--- src/rtl/hsv_track_pkg.sv ---
// Shared types for the HSV colour tracker: FSM states,
// default geometry and the HSV window bundle.
package hsv_track_pkg;

   localparam int DEF_XW       = 10;
   localparam int DEF_YW       = 10;
   localparam int DEF_CONV_LAT = 2;

   typedef enum logic [1:0] {
      IDLE,
      ACTIVE,
      FLUSH,
      REPORT
   } state_t;

   typedef struct packed {
      logic [7:0] h_lo;
      logic [7:0] h_hi;
      logic [7:0] s_lo;
      logic [7:0] s_hi;
      logic [7:0] v_lo;
      logic [7:0] v_hi;
   } hsv_win_t;

   // An inverted window (lo > hi) can never be satisfied.
   function automatic logic in_rng(
      input logic [7:0] v,
      input logic [7:0] lo,
      input logic [7:0] hi
   );
      return (v >= lo) && (v <= hi);
   endfunction

endpackage

--- src/rtl/hsv_window_cmp.sv ---
// Registered three-channel inclusive HSV range check.
// Output is forced low for bubble slots.
module hsv_window_cmp
   import hsv_track_pkg::*;
(
   input  logic       clk,
   input  logic       rst,
   input  logic       vld,
   input  logic [7:0] h,
   input  logic [7:0] s,
   input  logic [7:0] v,
   input  logic [7:0] h_lo,
   input  logic [7:0] h_hi,
   input  logic [7:0] s_lo,
   input  logic [7:0] s_hi,
   input  logic [7:0] v_lo,
   input  logic [7:0] v_hi,
   output logic       hit
);

   always_ff @(posedge clk) begin
      if (!rst) begin
         hit <= 1'b0;
      end else begin
         hit <= vld
              & in_rng(h, h_lo, h_hi)
              & in_rng(s, s_lo, s_hi)
              & in_rng(v, v_lo, v_hi);
      end
   end

endmodule

--- src/rtl/hsv_track_ctrl.sv ---
// Feeds raster RGB through the HSV converter, classifies each
// pixel against a window and reports a per-frame bounding box.
module hsv_track_ctrl
   import hsv_track_pkg::*;
#(
   parameter int XW        = DEF_XW,
   parameter int YW        = DEF_YW,
   parameter int CONV_LAT  = DEF_CONV_LAT,
   parameter int MIN_COUNT = 16
) (
   input  logic             clk,
   input  logic             rst,
   input  logic             pix_valid,
   input  logic [7:0]       pix_r,
   input  logic [7:0]       pix_g,
   input  logic [7:0]       pix_b,
   input  logic             pix_sof,
   input  logic             pix_eol,
   input  logic             pix_eof,
   input  logic [7:0]       thr_h_lo,
   input  logic [7:0]       thr_h_hi,
   input  logic [7:0]       thr_s_lo,
   input  logic [7:0]       thr_s_hi,
   input  logic [7:0]       thr_v_lo,
   input  logic [7:0]       thr_v_hi,
   output logic [7:0]       cv_r,
   output logic [7:0]       cv_g,
   output logic [7:0]       cv_b,
   input  logic [7:0]       cv_h,
   input  logic [7:0]       cv_s,
   input  logic [7:0]       cv_v,
   output logic             mask_valid,
   output logic             mask_bit,
   output logic [XW-1:0]    mask_x,
   output logic [YW-1:0]    mask_y,
   output logic             res_valid,
   output logic             res_found,
   output logic [XW+YW-1:0] res_count,
   output logic [XW-1:0]    res_xmin,
   output logic [XW-1:0]    res_xmax,
   output logic [YW-1:0]    res_ymin,
   output logic [YW-1:0]    res_ymax,
   output logic [XW-1:0]    res_xc
);

   localparam int CW = XW + YW;
   localparam logic [3:0] DRAIN = 4'(CONV_LAT + 2);
   localparam logic [CW-1:0] MIN_C = CW'(MIN_COUNT);

   logic sof_v, eof_v;
   assign sof_v = pix_valid & pix_sof;
   assign eof_v = pix_valid & pix_eof;

   logic [XW-1:0] x_q, cur_x;
   logic [YW-1:0] y_q, cur_y;
   logic          in_tag, cur_tag;

   assign cur_x   = sof_v ? '0 : x_q;
   assign cur_y   = sof_v ? '0 : y_q;
   assign cur_tag = sof_v ? ~in_tag : in_tag;

   always_ff @(posedge clk) begin
      if (!rst) begin
         x_q    <= '0;
         y_q    <= '0;
         in_tag <= 1'b0;
      end else if (pix_valid) begin
         in_tag <= cur_tag;
         if (pix_eol) begin
            x_q <= '0;
            y_q <= cur_y + YW'(1);
         end else begin
            x_q <= cur_x + XW'(1);
            y_q <= cur_y;
         end
      end
   end

   // One shadow window per frame tag, so pixels still draining
   // from the previous frame keep the window they started with.
   hsv_win_t thr, win;
   hsv_win_t shd [2];

   assign thr = {thr_h_lo, thr_h_hi, thr_s_lo,
                 thr_s_hi, thr_v_lo, thr_v_hi};

   always_ff @(posedge clk) begin
      if (!rst) begin
         shd[0] <= '0;
         shd[1] <= '0;
      end else if (sof_v) begin
         shd[~in_tag] <= thr;
      end
   end

   logic [CONV_LAT:0] dv, dt;
   logic [XW-1:0]     dx [0:CONV_LAT];
   logic [YW-1:0]     dy [0:CONV_LAT];

   always_ff @(posedge clk) begin
      if (!rst) begin
         cv_r <= '0;
         cv_g <= '0;
         cv_b <= '0;
         dv   <= '0;
         dt   <= '0;
         for (int i = 0; i <= CONV_LAT; i++) begin
            dx[i] <= '0;
            dy[i] <= '0;
         end
      end else begin
         if (pix_valid) begin
            cv_r <= pix_r;
            cv_g <= pix_g;
            cv_b <= pix_b;
         end
         dv    <= {dv[CONV_LAT-1:0], pix_valid};
         dt    <= {dt[CONV_LAT-1:0], cur_tag};
         dx[0] <= cur_x;
         dy[0] <= cur_y;
         for (int i = 1; i <= CONV_LAT; i++) begin
            dx[i] <= dx[i-1];
            dy[i] <= dy[i-1];
         end
      end
   end

   assign win = shd[dt[CONV_LAT]];

   hsv_window_cmp u_cmp (
      .clk  (clk),
      .rst  (rst),
      .vld  (dv[CONV_LAT]),
      .h    (cv_h),
      .s    (cv_s),
      .v    (cv_v),
      .h_lo (win.h_lo),
      .h_hi (win.h_hi),
      .s_lo (win.s_lo),
      .s_hi (win.s_hi),
      .v_lo (win.v_lo),
      .v_hi (win.v_hi),
      .hit  (mask_bit)
   );

   logic mask_tag;

   always_ff @(posedge clk) begin
      if (!rst) begin
         mask_valid <= 1'b0;
         mask_x     <= '0;
         mask_y     <= '0;
         mask_tag   <= 1'b0;
      end else begin
         mask_valid <= dv[CONV_LAT];
         mask_x     <= dx[CONV_LAT];
         mask_y     <= dy[CONV_LAT];
         mask_tag   <= dt[CONV_LAT];
      end
   end

   state_t     state, state_nx;
   logic [3:0] drain, drain_nx;
   logic       pend, pend_nx;
   logic       pend_eof, pend_eof_nx;
   logic       acc_tag, acc_tag_nx;
   logic       acc_clr, rep;

   always_comb begin
      state_nx    = state;
      drain_nx    = drain;
      pend_nx     = pend;
      pend_eof_nx = pend_eof;
      acc_tag_nx  = acc_tag;
      acc_clr     = 1'b0;
      rep         = 1'b0;
      unique case (state)
         IDLE: begin
            if (sof_v) begin
               acc_clr    = 1'b1;
               acc_tag_nx = ~in_tag;
               drain_nx   = DRAIN;
               state_nx   = eof_v ? FLUSH : ACTIVE;
            end
         end
         ACTIVE: begin
            if (sof_v) begin
               acc_clr    = 1'b1;
               acc_tag_nx = ~in_tag;
            end
            if (eof_v) begin
               drain_nx = DRAIN;
               state_nx = FLUSH;
            end
         end
         FLUSH: begin
            // A new frame here is held pending until the report.
            if (sof_v)
               pend_nx = 1'b1;
            if (eof_v && (pend || sof_v))
               pend_eof_nx = 1'b1;
            if (drain == 4'd0) begin
               rep      = 1'b1;
               state_nx = REPORT;
               if (pend || sof_v) begin
                  acc_clr    = 1'b1;
                  acc_tag_nx = cur_tag;
               end
            end else begin
               drain_nx = drain - 4'd1;
            end
         end
         REPORT: begin
            pend_nx     = 1'b0;
            pend_eof_nx = 1'b0;
            drain_nx    = DRAIN;
            if (sof_v) begin
               acc_clr    = 1'b1;
               acc_tag_nx = ~in_tag;
            end
            if (pend_eof || ((pend || sof_v) && eof_v))
               state_nx = FLUSH;
            else if (pend || sof_v)
               state_nx = ACTIVE;
            else
               state_nx = IDLE;
         end
         default: state_nx = IDLE;
      endcase
   end

   logic          hit, hit_tag;
   logic [XW-1:0] xmin, xmax;
   logic [YW-1:0] ymin, ymax;
   logic [CW-1:0] cnt;

   assign hit_tag = acc_clr ? acc_tag_nx : acc_tag;
   assign hit = mask_valid & mask_bit
              & (mask_tag == hit_tag) & (state != IDLE);

   always_ff @(posedge clk) begin
      if (!rst) begin
         state    <= IDLE;
         drain    <= '0;
         pend     <= 1'b0;
         pend_eof <= 1'b0;
         acc_tag  <= 1'b0;
         xmin     <= '0;
         xmax     <= '0;
         ymin     <= '0;
         ymax     <= '0;
         cnt      <= '0;
      end else begin
         state    <= state_nx;
         drain    <= drain_nx;
         pend     <= pend_nx;
         pend_eof <= pend_eof_nx;
         acc_tag  <= acc_tag_nx;
         if (acc_clr) begin
            xmin <= hit ? mask_x : '1;
            xmax <= hit ? mask_x : '0;
            ymin <= hit ? mask_y : '1;
            ymax <= hit ? mask_y : '0;
            cnt  <= hit ? CW'(1) : '0;
         end else if (hit) begin
            if (mask_x < xmin) xmin <= mask_x;
            if (mask_x > xmax) xmax <= mask_x;
            if (mask_y < ymin) ymin <= mask_y;
            if (mask_y > ymax) ymax <= mask_y;
            if (cnt != '1) cnt <= cnt + CW'(1);
         end
      end
   end

   logic [XW:0] xsum;
   assign xsum = {1'b0, xmin} + {1'b0, xmax};

   always_ff @(posedge clk) begin
      if (!rst) begin
         res_valid <= 1'b0;
         res_found <= 1'b0;
         res_count <= '0;
         res_xmin  <= '0;
         res_xmax  <= '0;
         res_ymin  <= '0;
         res_ymax  <= '0;
         res_xc    <= '0;
      end else begin
         res_valid <= rep;
         if (rep) begin
            res_found <= (cnt >= MIN_C);
            res_count <= cnt;
            res_xmin  <= xmin;
            res_xmax  <= xmax;
            res_ymin  <= ymin;
            res_ymax  <= ymax;
            res_xc    <= xsum[XW:1];
         end
      end
   end

endmodule

--- config.mk ---
export PLATFORM = sky130hd
export DESIGN_NAME = hsv_track_ctrl
export DESIGN_NICKNAME = d
export VERILOG_FILES = /design/src/rtl/hsv_track_pkg.sv /design/src/rtl/hsv_window_cmp.sv /design/src/rtl/hsv_track_ctrl.sv
export SDC_FILE = /design/constraint.sdc
export NUM_CORES = 1
export LEC_CHECK = 0
export ABC_CLOCK_PERIOD_IN_PS = 9900
export BUFFER_PORTS_ARGS = -buffer_cell sky130_fd_sc_hd__buf_4
export CAP_MARGIN = 0
export CORE_ASPECT_RATIO = 1.5
export CORE_MARGIN = 2
export CORE_UTILIZATION = 60
export DETAILED_ROUTE_END_ITERATION = 16
export PLACE_DENSITY = 0.83
export SKIP_CTS_REPAIR_TIMING = 1
export SLEW_MARGIN = 20
export SYNTH_ARGS = -nofsm -noshare
export SYNTH_HDL_FRONTEND = slang
export SYNTH_SLANG_ARGS = --single-unit
--- constraint.sdc ---
create_clock -name clk -period 9.9 [get_ports clk]
set_input_delay 2.475 -clock clk [delete_from_list [all_inputs] [get_ports clk]]
set_output_delay 2.475 -clock clk [all_outputs]
set_load 0.03 [all_outputs]
# After elaboration in Yosys (flattened, before gate mapping)
# Memory sizes are Yosys's and may differ from the RTL's. A register that Yosys moved wholly into a read port is not among the register bits.
# Index checks and enable logic that the tools add are counted.
[totals]
output_inout_bits = 118
elab_cells = 168
ram_bits = 156
input_bits = 102
n_memories = 3
reg_bits = 195
[mem_list]
columns = ["memory", "words", "word_bits", "rd", "rd_clocked_by_memory_dff", "wr", "line_no", "text"]
rows = [
  ["shd", 2, 48, 1, 1, 2, "hsv_track_ctrl.sv:82", "hsv_win_t shd [2];"],
  ["dx", 3, 10, 3, 1, 3, "hsv_track_ctrl.sv:97", "logic [XW-1:0] dx [0:CONV_LAT];"],
  ["dy", 3, 10, 3, 1, 3, "hsv_track_ctrl.sv:98", "logic [YW-1:0] dy [0:CONV_LAT];"],
]
[op_classes]
muxes = 65
n_eq_ne = 11
reduce_logical = 29
n_bitwise = 15
magnitude_cmp = 11
addsub = 5
[ops]
columns = ["cell", "n"]
rows = [
  ["10-bit two-way mux", 26],
  ["20-bit two-way mux", 3],
  ["48-bit two-way mux", 1],
  ["48-bit OR reduction", 1],
  ["8-bit greater-or-equal comparator", 3],
  ["8-bit <= comparator", 3],
  ["1-bit two-way mux", 21],
  ["10-bit by 1-bit adder with 10-bit output (second input constant)", 2],
  ["20-bit by 1-bit adder with 20-bit output (second input constant)", 1],
  ["20-bit by 5-bit greater-or-equal comparator with 1-bit output (second input constant)", 1],
  ["10-bit > comparator", 2],
  ["10-bit < comparator", 2],
  ["20-bit != test (second input constant)", 1],
  ["4-bit one-hot mux with 4 select lines", 1],
  ["2-bit nonzero test", 8],
  ["2-bit AND reduction", 7],
  ["4-bit two-way mux", 3],
  ["2-bit != test (second input constant)", 6],
  ["10-bit by 10-bit adder with 11-bit output", 1],
  ["2-bit two-way mux", 5],
  ["1-bit AND", 8],
  ["1-bit one-hot mux with 2 select lines", 4],
  ["2-bit one-hot mux with 4 select lines", 1],
  ["1-bit bitwise OR", 6],
  ["12 further kinds", 19],
]

# Depth between registers and ports, before layout
# Gate-level depths: netlist of run 1.
[depth]
depth_word = 11
ltp_mapped = 13
ltp_nobuf = 10

# Hierarchy
# A second synthesis of run 1 with hierarchy kept.
[unflattened]
hier_cells = 1626
area_unflattened_um2 = 16301.9
[by_module_without_submodules]
columns = ["mod", "n_inst", "area_per_inst_um2", "cells_per_inst", "seq_area_each_um2"]
rows = [
  ["hsv_track_ctrl", 1, 15088.2, 1462, 8388.0],
  ["hsv_window_cmp", 1, 1213.7, 164, 20.0],
]

# Worst setup path after synthesis of run 1
# OpenSTA, ideal clock, no wires.
[synth_path]
path_type = "in2reg"
from = "input pix_sof"
to = "memory shd[1][0] (netlist name), enable pin"
setup_slack_ns = 2.796
cell_stages = 5
arrival_time_ns = 6.584
t_required_ns = 9.380
setup_time_ns = 0.520
n_path_buf = 3
cell_sequence = "buf_2 > nand2_1 > clkbuf_1 > clkbuf_1 > o21ai_0"
[synth_rtl]
columns = ["element", "line_no", "text"]
rows = [
  ["start, declared", "hsv_track_ctrl.sv:17", "input logic pix_sof,"],
  ["end, declared", "hsv_track_ctrl.sv:82", ""],
]

# Final worst setup path of run 1
[layout_path]
from = "input pix_valid"
to = "register ymin[6]"
[layout_between]
elab_chain_len = 11
word_cells_on_any_way = 20
cone_classes = "eq/ne: 1; mux: 12; bitwise: 3; reduce/logical: 4"
[layout_lines]
columns = ["element", "line_no", "text"]
rows = [
  ["start, declared", "hsv_track_ctrl.sv:13", "input logic pix_valid,"],
  ["1-bit AND *", "hsv_track_ctrl.sv:51", "assign sof_v = pix_valid & pix_sof;"],
  ["1-bit two-way mux / 1-bit logical OR (equally long branches)", "hsv_track_ctrl.sv:60, hsv_track_ctrl.sv:205", ""],
  ["1-bit two-way mux", "hsv_track_ctrl.sv:205", "if (pend || sof_v) begin"],
  ["1-bit two-way mux", "hsv_track_ctrl.sv:202", "if (drain == 4'd0) begin"],
  ["1-bit one-hot mux with 2 select lines", "hsv_track_ctrl.sv:177", "unique case (state)"],
  ["1-bit two-way mux", "hsv_track_ctrl.sv:237", "assign hit_tag = acc_clr ? acc_tag_nx : acc_tag;"],
  ["1-bit equality test", "hsv_track_ctrl.sv:239", "& (mask_tag == hit_tag) & (state != IDLE);"],
  ["1-bit AND (2 in a row)", "hsv_track_ctrl.sv:239", ""],
  ["10-bit two-way mux / 2-bit nonzero test (equally long branches)", "--", ""],
  ["10-bit two-way mux / 2-bit AND reduction (equally long branches)", "--", ""],
  ["end signal, assigned", "hsv_track_ctrl.sv:262", "ymin <= hit ? mask_y : '1;"],
  ["end signal, assigned", "hsv_track_ctrl.sv:268", "if (mask_y < ymin) ymin <= mask_y;"],
  ["end, declared", "hsv_track_ctrl.sv:234", "logic [YW-1:0] ymin, ymax;"],
]
# Every way passes the cells marked *; elsewhere a longest branch is shown, timed or not.
# A chain may end at the register's enable or synchronous reset.

==> impl_metrics.csv, run 1 <==
group,metric,value,unit
status,outcome,"complete, no violations",
grt,antenna_found_initial,0,
die,die_h,205,um
power,ir_drop,0.000140,V
setup_path,crit_fanout,41,
timing,fin_tns_setup,0,ns
clock_tree,cts_buffers,35,
power,p_leak,7.93,nW
grt,grt_pass1_wl,62100,um
setup_path,cp-end-kind,"register",
place,port_buffers,219,
place,hpwl,27300,um
timing,rsz0062_at_grt,"no",
setup_path,crit_arrival,5.09,ns
power,pwr_density_cell,165,mW/mm2
yosys,synthMostInstantiatedCell,"dfxtp_1",
setup_path,startpoint_type,"primary input",
cells_and_area,area_growth,18.3,%
routing,wl_per_cell,18.1,um
routing,dr.pass1.iters,5,
setup_path,crit_path_cell_trace,"buf_4, nand2_2, a21oi_2, o221a_2, o211ai_1, nand2_2, nand2_1, o221a_2",
clock_tree,cts_tree,"yes",
cells_and_area,postLayoutCoreUtil,72.3,%
clock_tree,clkTransAtPathRegs,0.06,ns
die,rows,73,
yosys,seq_area_frac_synth,51.9,%
yosys,async_flop_share,0,%
place,place.gp.congestion,0.917,
routing,via_per_inst,5.77,
grt,first_global_vias,12400,
timing,fin_skew,0.0142,ns
setup_path,cp_top_family,"compound AO/OA/AOI/OAI gates",
yosys,ys_ff_latch,372,
timing,setup_viol,0,
yosys,synthCells,1599,
yosys,synth_top_area_share,34.1,%
setup_path,critPathKind,"primary input to register",
grt,grt_max_degree,77,
clock_tree,clk_path_buf_depth,3,
hold_path,hold_start,"dy[1][4]$_SDFF_PN0_",
timing,max_freq,0.214,GHz
timing,period_share,47.3,%
clock_tree,clock_latency,0.52,ns
setup_path,slowest_stage,"nand2_2",
routing,wirelength,38700,um
grt,gr-total-overflow,0,
cells_and_area,drive_above_1_share,18.2,%
setup_path,crit_path_max_incr_delay,0.52,ns
grt,track_usage,26.8,%
timing,holdWs,0.425,ns
setup_path,crit_buf_inv,1,
timing,finalHoldViolations,0,
die,coreArea,0.0265,mm2
yosys,yosysWarnings,0,
routing,drtIter0Drc,749,
yosys,synth_top_area_cell,"dfxtp_1",
clock_tree,clkSinkCount,372,
timing,slew_violations,0,
timing,worstMarginPinSlew,0.817,ns
die,die_w,138,um
routing,vias,12400,
yosys,syn_area_per_cell,10.1,um2
die,io_pins,220,
yosys,syn_nets,1803,
cells_and_area,nNetsFinal,1991,
routing,final_antenna_net_count,0,
timing,slew_headroom,45.6,%
yosys,synth.area.top_cells,"dfxtp_1, edfxtp_1, ha_1",
clock_tree,cts-root-buf,"clkbuf_16",
clock_tree,htree_levels,2,
hold_path,hold_path_class,"register to register",
yosys,synth.distinct_cells,74,
timing,min_period,4.68,ns
die,start_util,61.1,%
setup_path,crit_start,"pix_valid",
yosys,synthTopCellsByCount,"dfxtp_1, nand2_1, and2_1",
job,cap_violations,0,
yosys,synth-edff-count,96,
yosys,synth_area,0.0162,mm2
yosys,synthFlopType,"dfxtp_1",
setup_path,crit_required,10.31,ns
die,dieArea,0.0283,mm2
routing,drc_errors,0,
cells_and_area,antenna_cells,0,
==> kinds of logic (layout without fill, tap and decap cells) <==
family / after synthesis / after routing / share of synthesized area [%]
AOI/OAI and AO/OA: 297 / 297 / 12.0
adders and majority gates: 102 / 102 / 7.93
buffers and inverters: 134 / 343 / 3.21
and+or+nand+nor: 597 / 597 / 19.0
muxes: 75 / 75 / 4.68
DFF: 372 / 372 / 51.9
xor gates and xnor gates: 22 / 22 / 1.19
==> report_power, final <==
part           total, mW  switching (mW)  internal, mW  leakage, nW
clock               1.31           0.550         0.756        0.547
combinational      0.242           0.141         0.100         4.15
sequential          1.62          0.0229          1.60         3.24
==> worst register-to-register path, stage by stage, from the launching register on <==
cell	delay [ns]
dfxtp_2	0.31
buf_4	0.63
mux2_2	0.46
ha_1	0.28
nand2b_1	0.14
a21o_1	0.17
a211oi_1	0.30
o21bai_1	0.13
a2111oi_0	0.43
nor4_1	0.10
==> area by class of cell <==
type,instances,area [um2]
flip-flops and latches,372,8410
fillers,1901,7330
multi-input cells,1093,7290
repair buffers,229,1720
clock buffers,55,1050
well taps,337,422
inverters,56,213
clock inverters,3,46.3
==> flip-flops by register name, indices dropped and copies added, names as in the netlist, 8 cells and up, named ones only <==
name       cells
y_q           10
res_xc        10
dy            30
res_xmin      10
ymax          10
res_ymin      10
shd           96
dx            30
ymin          10
cnt           20
cv_r           8
res_count     20
xmax          10
cv_g           8
x_q           10
mask_x        10
cv_b           8
res_ymax      10
mask_y        10
res_xmax      10
xmin          10
==> placed cells by master, fill, tap and decap left out, types with 5 or more instances in the layout <==
master / Yosys / routed
a211oi_1: 10 / 10
a21o_1: 13 / 13
a21oi_1: 119 / 119
a22o_1: 21 / 21
a2bb2oi_1: 10 / 10
and2_1: 173 / 173
and3_1: 28 / 27
buf_4: 0 / 229
clkbuf_1: 62 / 8
clkbuf_16: 0 / 37
clkbuf_8: 0 / 5
dfxtp_1: 276 / 275
edfxtp_1: 96 / 96
ha_1: 101 / 101
inv_1: 56 / 55
mux2_2: 6 / 6
mux2i_1: 69 / 69
nand2_1: 190 / 187
nand2b_1: 8 / 8
nand3_1: 22 / 22
nand4_1: 15 / 15
nor2_1: 90 / 89
nor2b_1: 12 / 12
nor3_1: 13 / 12
nor4_1: 7 / 7
o211ai_1: 12 / 12
o21a_1: 10 / 10
o21ai_0: 47 / 46
o221a_2: 11 / 11
or2_2: 6 / 6
or3_1: 8 / 8
or4_1: 6 / 6
xnor2_1: 17 / 17
xor2_1: 5 / 5
==> worst paths after layout <==
path	to	slack (ns)	depth (start not counted)
min reg2reg	dy[2][4]$_SDFF_PN0_	0.42	1
max	ymin[6]$_SDFFE_PN0P_	5.22	8
min	dy[2][4]$_SDFF_PN0_	0.42	1
max reg2reg	u_cmp.hit$_SDFF_PN0_	6.84	9
==> metrics by stage <==
step	cells	power [mW]	worst slack [ns]	cell area [um2]
4_1_cts	2145	3.19	4.92	19200
2_1_floorplan	1599	1.80	2.80	16200
6_report	2145	3.17	5.22	19200
3_5_place_dp	2087	1.90	4.36	18100
5_1_grt	2145	3.28	4.99	19200
3_3_place_gp	2087	1.89	4.49	18100
==> per-layer routing <==
metal,wire length (um),share of wire (%),GRT usage [%],up-vias
li1,-,-,-,5969
met1,15100,39,31.0,5918
met2,20000,52,49.5,398
met3,2170,5.6,4.12,99
met4,1440,3.7,11.3,0
met5,0,0,0,-
Note: power is estimated with default switching activity, not from simulation.
==> run 2: changes to the inputs <==
--- a/config.mk
+++ b/config.mk
@@ -5,14 +5,14 @@
 export SDC_FILE = /design/constraint.sdc
 export NUM_CORES = 1
 export LEC_CHECK = 0
-export ABC_CLOCK_PERIOD_IN_PS = 9900
+export ABC_CLOCK_PERIOD_IN_PS = 4650
 export BUFFER_PORTS_ARGS = -buffer_cell sky130_fd_sc_hd__buf_4
 export CAP_MARGIN = 0
 export CORE_ASPECT_RATIO = 1.5
 export CORE_MARGIN = 2
-export CORE_UTILIZATION = 60
+export CORE_UTILIZATION = 58
 export DETAILED_ROUTE_END_ITERATION = 16
-export PLACE_DENSITY = 0.83
+export PLACE_DENSITY = 0.8
 export SKIP_CTS_REPAIR_TIMING = 1
 export SLEW_MARGIN = 20
 export SYNTH_ARGS = -nofsm -noshare
==> constraint.sdc (replaced) <==
create_clock -name clk -period 4.65 [get_ports clk]
set_input_delay 1.1625 -clock clk [delete_from_list [all_inputs] [get_ports clk]]
set_output_delay 1.1625 -clock clk [all_outputs]
set_load 0.03 [all_outputs]
==> impl_metrics.csv, run 2 (synthesis gave the netlist of run 1 again) <==
group,metric,value,unit
routing,dr.pass1.iters,5,
routing,final_antenna_net_count,0,
grt,antenna_found_initial,0,
cells_and_area,area_growth,19.3,%
clock_tree,cts_buffers,35,
hold_path,holdPathEnd,"dy[1][0]$_SDFF_PN0_",
clock_tree,htree_levels,2,
power,ir_drop,0.000286,V
setup_path,r2r-end,"u_cmp.hit$_SDFF_PN0_",
timing,setup_viol,0,
clock_tree,clk_path_buf_depth,3,
die,die_w,140,um
setup_path,startpoint_type,"register",
power,p_total,6.99,mW
place,hpwl,27200,um
setup_path,r2r_cells,8,
timing,max_freq,0.348,GHz
timing,worstMarginPinSlew,0.887,ns
clock_tree,cts-root-buf,"clkbuf_16",
routing,met3_length,2390,um
power,comb_power_share,7.3,%
grt,grt_pass1_wl,61100,um
setup_path,cp-end-kind,"register",
timing,holdWs,0.420,ns
routing,drc_errors,0,
die,io_pins,220,
cells_and_area,max_flop_register,"shd",
setup_path,crit_arrival,3.26,ns
timing,rsz0062_at_grt,"no",
timing,period_share,61.7,%
cells_and_area,antenna_cells,0,
routing,dr_wl_met2,19600,um
clock_tree,clkTransAtPathRegs,0.06,ns
timing,fin_tns_setup,0,ns
clock_tree,cts_tree,"yes",
grt,gr-total-overflow,0,
power,clock_power_share,43.2,%
routing,wl_per_cell,17.7,um
hold_path,whs_path_depth,1,
cells_and_area,largest_register_ffs,96,
routing,drtIter0Drc,595,
setup_path,regToRegSetupSlack,1.78,ns
grt,track_usage,25.7,%
power,internal_power,5.43,mW
timing,min_period,2.87,ns
timing,finalHoldViolations,0,
power,pwr_density_cell,362,mW/mm2
job,cap_violations,0,
grt,grt_max_degree,75,
timing,slew_headroom,40.7,%
clock_tree,clock_latency,0.53,ns
routing,drt-met1-wl,14600,um
die,dieArea,0.0293,mm2
routing,top_layer,"met4",
grt,first_global_vias,12100,
die,die_h,209,um
clock_tree,clkSinkCount,372,
routing,via_per_inst,5.67,
routing,vias,12300,
power,swShare,22.4,%
cells_and_area,drive_above_1_share,18.7,%
timing,slew_violations,0,
timing,fin_skew,0.0171,ns
place,port_buffers,219,
cells_and_area,layout_common_cells,"dfxtp_1, buf_4, nand2_1, and2_1, a21oi_1",
routing,wirelength,38200,um
cells_and_area,largestRegisters,"shd: 96 flops, dx: 30 flops, dy: 30 flops",
hold_path,hold_start,"dy[0][0]$_SDFF_PN0_",
setup_path,crit_fanout,18,
cells_and_area,nNetsFinal,1995,
power,p_sw,1.57,mW
status,outcome,"complete, no violations",
setup_path,crit_path_cell_trace,"buf_4, mux2i_1, ha_1, a21o_1, a211oi_1, o21bai_1, a2111oi_0, nor4_1",
die,rows,74,
power,sequentialPowerShare,49.4,%
hold_path,hold_path_class,"register to register",
place,place.gp.congestion,0.871,
setup_path,critPathKind,"register to register",
power,p_leak,8.01,nW
setup_path,crit_required,5.04,ns
die,start_util,59.3,%
setup_path,crit_path_max_incr_delay,0.73,ns
setup_path,slowest_stage,"dfxtp_2",
die,coreArea,0.0273,mm2
cells_and_area,final_common_cell,"dfxtp_1",
run 2: cell types whose count changed in the layout (fill, tap and decap cells not counted), sizes merged:
cell,previous run,this run
buf,229,233
bufinv,1,4
clkinvlp,0,2
inv,57,56
clkinv,1,8
clkbuf,55,49
run 2: power groups by stage:
stage / clock (mW) / sequential (mW) / combinational, mW
floorplan: 0 / 3.54 / 0.291
global placement: 0 / 3.52 / 0.496
detailed placement: 0 / 3.53 / 0.512
CTS: 3.05 / 3.45 / 0.518
global route: 3.19 / 3.46 / 0.568
finish: 3.02 / 3.46 / 0.514
run 2: worst max-delay path: cells and delay by family (launching register included):
kind                     cells  cell delay [ns]
AND/OR/NAND/NOR              1             0.11
buffers and inverters        1             0.37
adder cells (fa/ha/maj)      1             0.26
AO/OA/AOI/OAI                4             1.00
flip-flops                   1             0.73
multiplexers                 1             0.26
run 2: stage by stage:
step                      util [%]  std cells  worst slack (ns)  cell area (um2)
after floorplan                  -       1599             0.156            16200
after global placement        66.2       2096              1.41            18100
after detailed placement      66.2       2096              1.36            18100
after CTS                     70.7       2159              1.71            19300
after global routing          70.7       2159              1.50            19300
final                         70.7       2159              1.78            19300
run 2: worst max-delay path by stage:
stage	startpoint	endpoint	slack [ns]	depth (start not counted)
2_1_floorplan	pix_sof	shd[1][0]$_SDFFCE_PN0P_	0.16	5
4_1_cts	register	u_cmp.hit$_SDFF_PN0_	1.71	10
5_1_grt	register	u_cmp.hit$_SDFF_PN0_	1.50	10
3_5_place_dp	pix_valid	x_q[8]$_SDFFE_PN0P_	1.36	12
3_3_place_gp	pix_valid	x_q[8]$_SDFFE_PN0P_	1.41	12
6_report	register	u_cmp.hit$_SDFF_PN0_	1.78	8
run 2: cell type report:
type                    instances  area (um2)
clock buffers                  49        1050
clock inverters                14         178
fillers                      2041        7990
inverters                      56         213
multi-input cells            1093        7290
flip-flops and latches        372        8410
well taps                     342         428
repair buffers                233        1750
run 2: per-layer routing:
metal	vias up	GRT usage (%)
met3	105	4.19
met2	406	47.3
met4	0	10.7
met1	5766	29.2
met5	-	0
li1	5974	-
==> run 3: changes to the inputs <==
--- a/config.mk
+++ b/config.mk
@@ -5,7 +5,7 @@
 export SDC_FILE = /design/constraint.sdc
 export NUM_CORES = 1
 export LEC_CHECK = 0
-export ABC_CLOCK_PERIOD_IN_PS = 4650
+export ABC_CLOCK_PERIOD_IN_PS = 2700
 export BUFFER_PORTS_ARGS = -buffer_cell sky130_fd_sc_hd__buf_4
 export CAP_MARGIN = 0
 export CORE_ASPECT_RATIO = 1.5
==> constraint.sdc (replaced) <==
create_clock -name clk -period 2.7 [get_ports clk]
set_input_delay 0.675 -clock clk [delete_from_list [all_inputs] [get_ports clk]]
set_output_delay 0.675 -clock clk [all_outputs]
set_load 0.03 [all_outputs]
==> impl_metrics.csv, run 3 (synthesis gave the netlist of run 1 again) <==
group,metric,value,unit
routing,wl_per_cell,17.8,um
routing,dr.pass1.iters,5,
grt,antenna_found_initial,0,
grt,gr-total-overflow,0,
cells_and_area,area_growth,20.8,%
routing,vias,12300,
die,die_w,140,um
grt,first_global_vias,12500,
cells_and_area,final_common_cell,"dfxtp_1",
cells_and_area,antenna_cells,0,
setup_path,startpoint_type,"register",
clock_tree,clock_latency,0.53,ns
cells_and_area,multi_input_area,0.00733,mm2
grt,grt_pass1_wl,61900,um
cells_and_area,largest_register_ffs,96,
job,cap_violations,0,
grt,grt_max_degree,62,
die,start_util,59.3,%
cells_and_area,postLayoutCoreUtil,71.6,%
power,ir_drop,0.000522,V
status,outcome,"complete, no violations",
die,die_h,209,um
timing,fin_skew,0.0231,ns
timing,period_share,96.0,%
grt,track_usage,26.3,%
place,place_ws,0.0807,ns
timing,max_freq,0.386,GHz
clock_tree,cts_buffers,36,
cells_and_area,nNetsFinal,2026,
routing,drc_errors,0,
place,port_buffers,219,
setup_path,critPathKind,"register to register",
die,rows,74,
setup_path,crit_fanout,10,
clock_tree,cts-root-buf,"clkbuf_16",
timing,slew_headroom,56.1,%
setup_path,crit_required,3.11,ns
die,dieArea,0.0293,mm2
setup_path,cp-end-kind,"register",
timing,worstMarginPinSlew,0.654,ns
clock_tree,clkSinkCount,372,
die,io_pins,220,
timing,setup_viol,0,
cells_and_area,layout_common_cells,"dfxtp_1, buf_4, nand2_1, and2_1, a21oi_1",
die,coreArea,0.0273,mm2
place,place.gp.congestion,0.895,
cells_and_area,largestRegisters,"shd: 96 flops, dx: 30 flops, dy: 30 flops",
cells_and_area,num-fill-cells,1979,
clock_tree,clkTransAtPathRegs,0.06,ns
setup_path,crit_arrival,3.00,ns
place,hpwl,28200,um
clock_tree,cts_tree,"yes",
routing,final_antenna_net_count,0,
power,pwr_density_cell,602,mW/mm2
routing,wirelength,38900,um
timing,min_period,2.59,ns
hold_path,hold_path_class,"primary input to register",
cells_and_area,drive_above_1_share,19.8,%
timing,fin_ws,0.108,ns
timing,slew_violations,0,
hold_path,whs_path_depth,3,
clock_tree,htree_levels,2,
cells_and_area,seqCellArea,0.00841,mm2
power,p_leak,8.15,nW
setup_path,r2r_cells,10,
clock_tree,clk_path_buf_depth,3,
routing,via_per_inst,5.64,
timing,holdWs,0.394,ns
power,p_total,11.8,mW
cells_and_area,max_flop_register,"shd",
routing,drtIter0Drc,634,
timing,finalHoldViolations,0,
## run 3: cell types whose count changed in the layout (fill, tap and decap cells not counted), moves of 2 or more
cell / delta
buf_4: +24
clkinvlp_4: -2
buf_12: +6
clkbuf_8: -6
clkbuf_1: +8
## run 3: area by class of cell
| type | instances | share of cell area [%] |
|---|---|---|
| Clock buffer | 51 | 5.10 |
| Clock inverter | 10 | 0.672 |
| Inverter | 56 | 1.09 |
| Multi-Input combinational cell | 1093 | 37.5 |
| Sequential cell | 372 | 43.0 |
| Tap cell | 342 | 2.19 |
| Timing Repair Buffer | 263 | 10.5 |
## run 3: per-layer routing
layer | part of all wire, % | track usage [%]
met5 | 0 | 0
met4 | 4.7 | 12.5
met3 | 5.8 | 4.72
met2 | 53 | 49.2
met1 | 37 | 28.2
## run 3: through the flow
stage,cell area [um2],setup TNS [ns],cells
5_1_grt,19600,-0.0507,2187
3_3_place_gp,18400,0,2124
4_1_cts,19500,-0.0254,2185
3_5_place_dp,18400,0,2124
6_report,19600,0,2187
2_1_floorplan,16200,0,1599
## run 3: final timing paths
check	slack, ns	end	startpoint
max reg2reg	0.11	ymin[9]$_SDFFE_PN0P_	drain[0]$_SDFFE_PN0P_
min reg2reg	0.43	mask_x[2]$_SDFF_PN0_	dx[2][2]$_SDFF_PN0_
max	0.11	ymin[9]$_SDFFE_PN0P_	drain[0]$_SDFFE_PN0P_
min	0.39	cv_g[6]$_SDFFE_PN0P_	pix_g[6]
## run 3: power by group
| part | switching, mW | leakage [nW] | internal, mW |
|---|---|---|---|
| sequential | 0.0815 | 3.24 | 5.87 |
| clock | 2.03 | 0.556 | 2.87 |
| combinational | 0.526 | 4.35 | 0.400 |
## run 3: worst max-delay path, stage by stage (launching register included)
cell and delay (ns):
dfxtp_1 0.32, inv_1 0.11, ha_1 0.18, or3b_4 0.42, a21oi_2 0.21, o221a_2 0.29
o211ai_1 0.13, buf_4 0.19, nand2_4 0.15, nand2_2 0.17, o221a_2 0.32
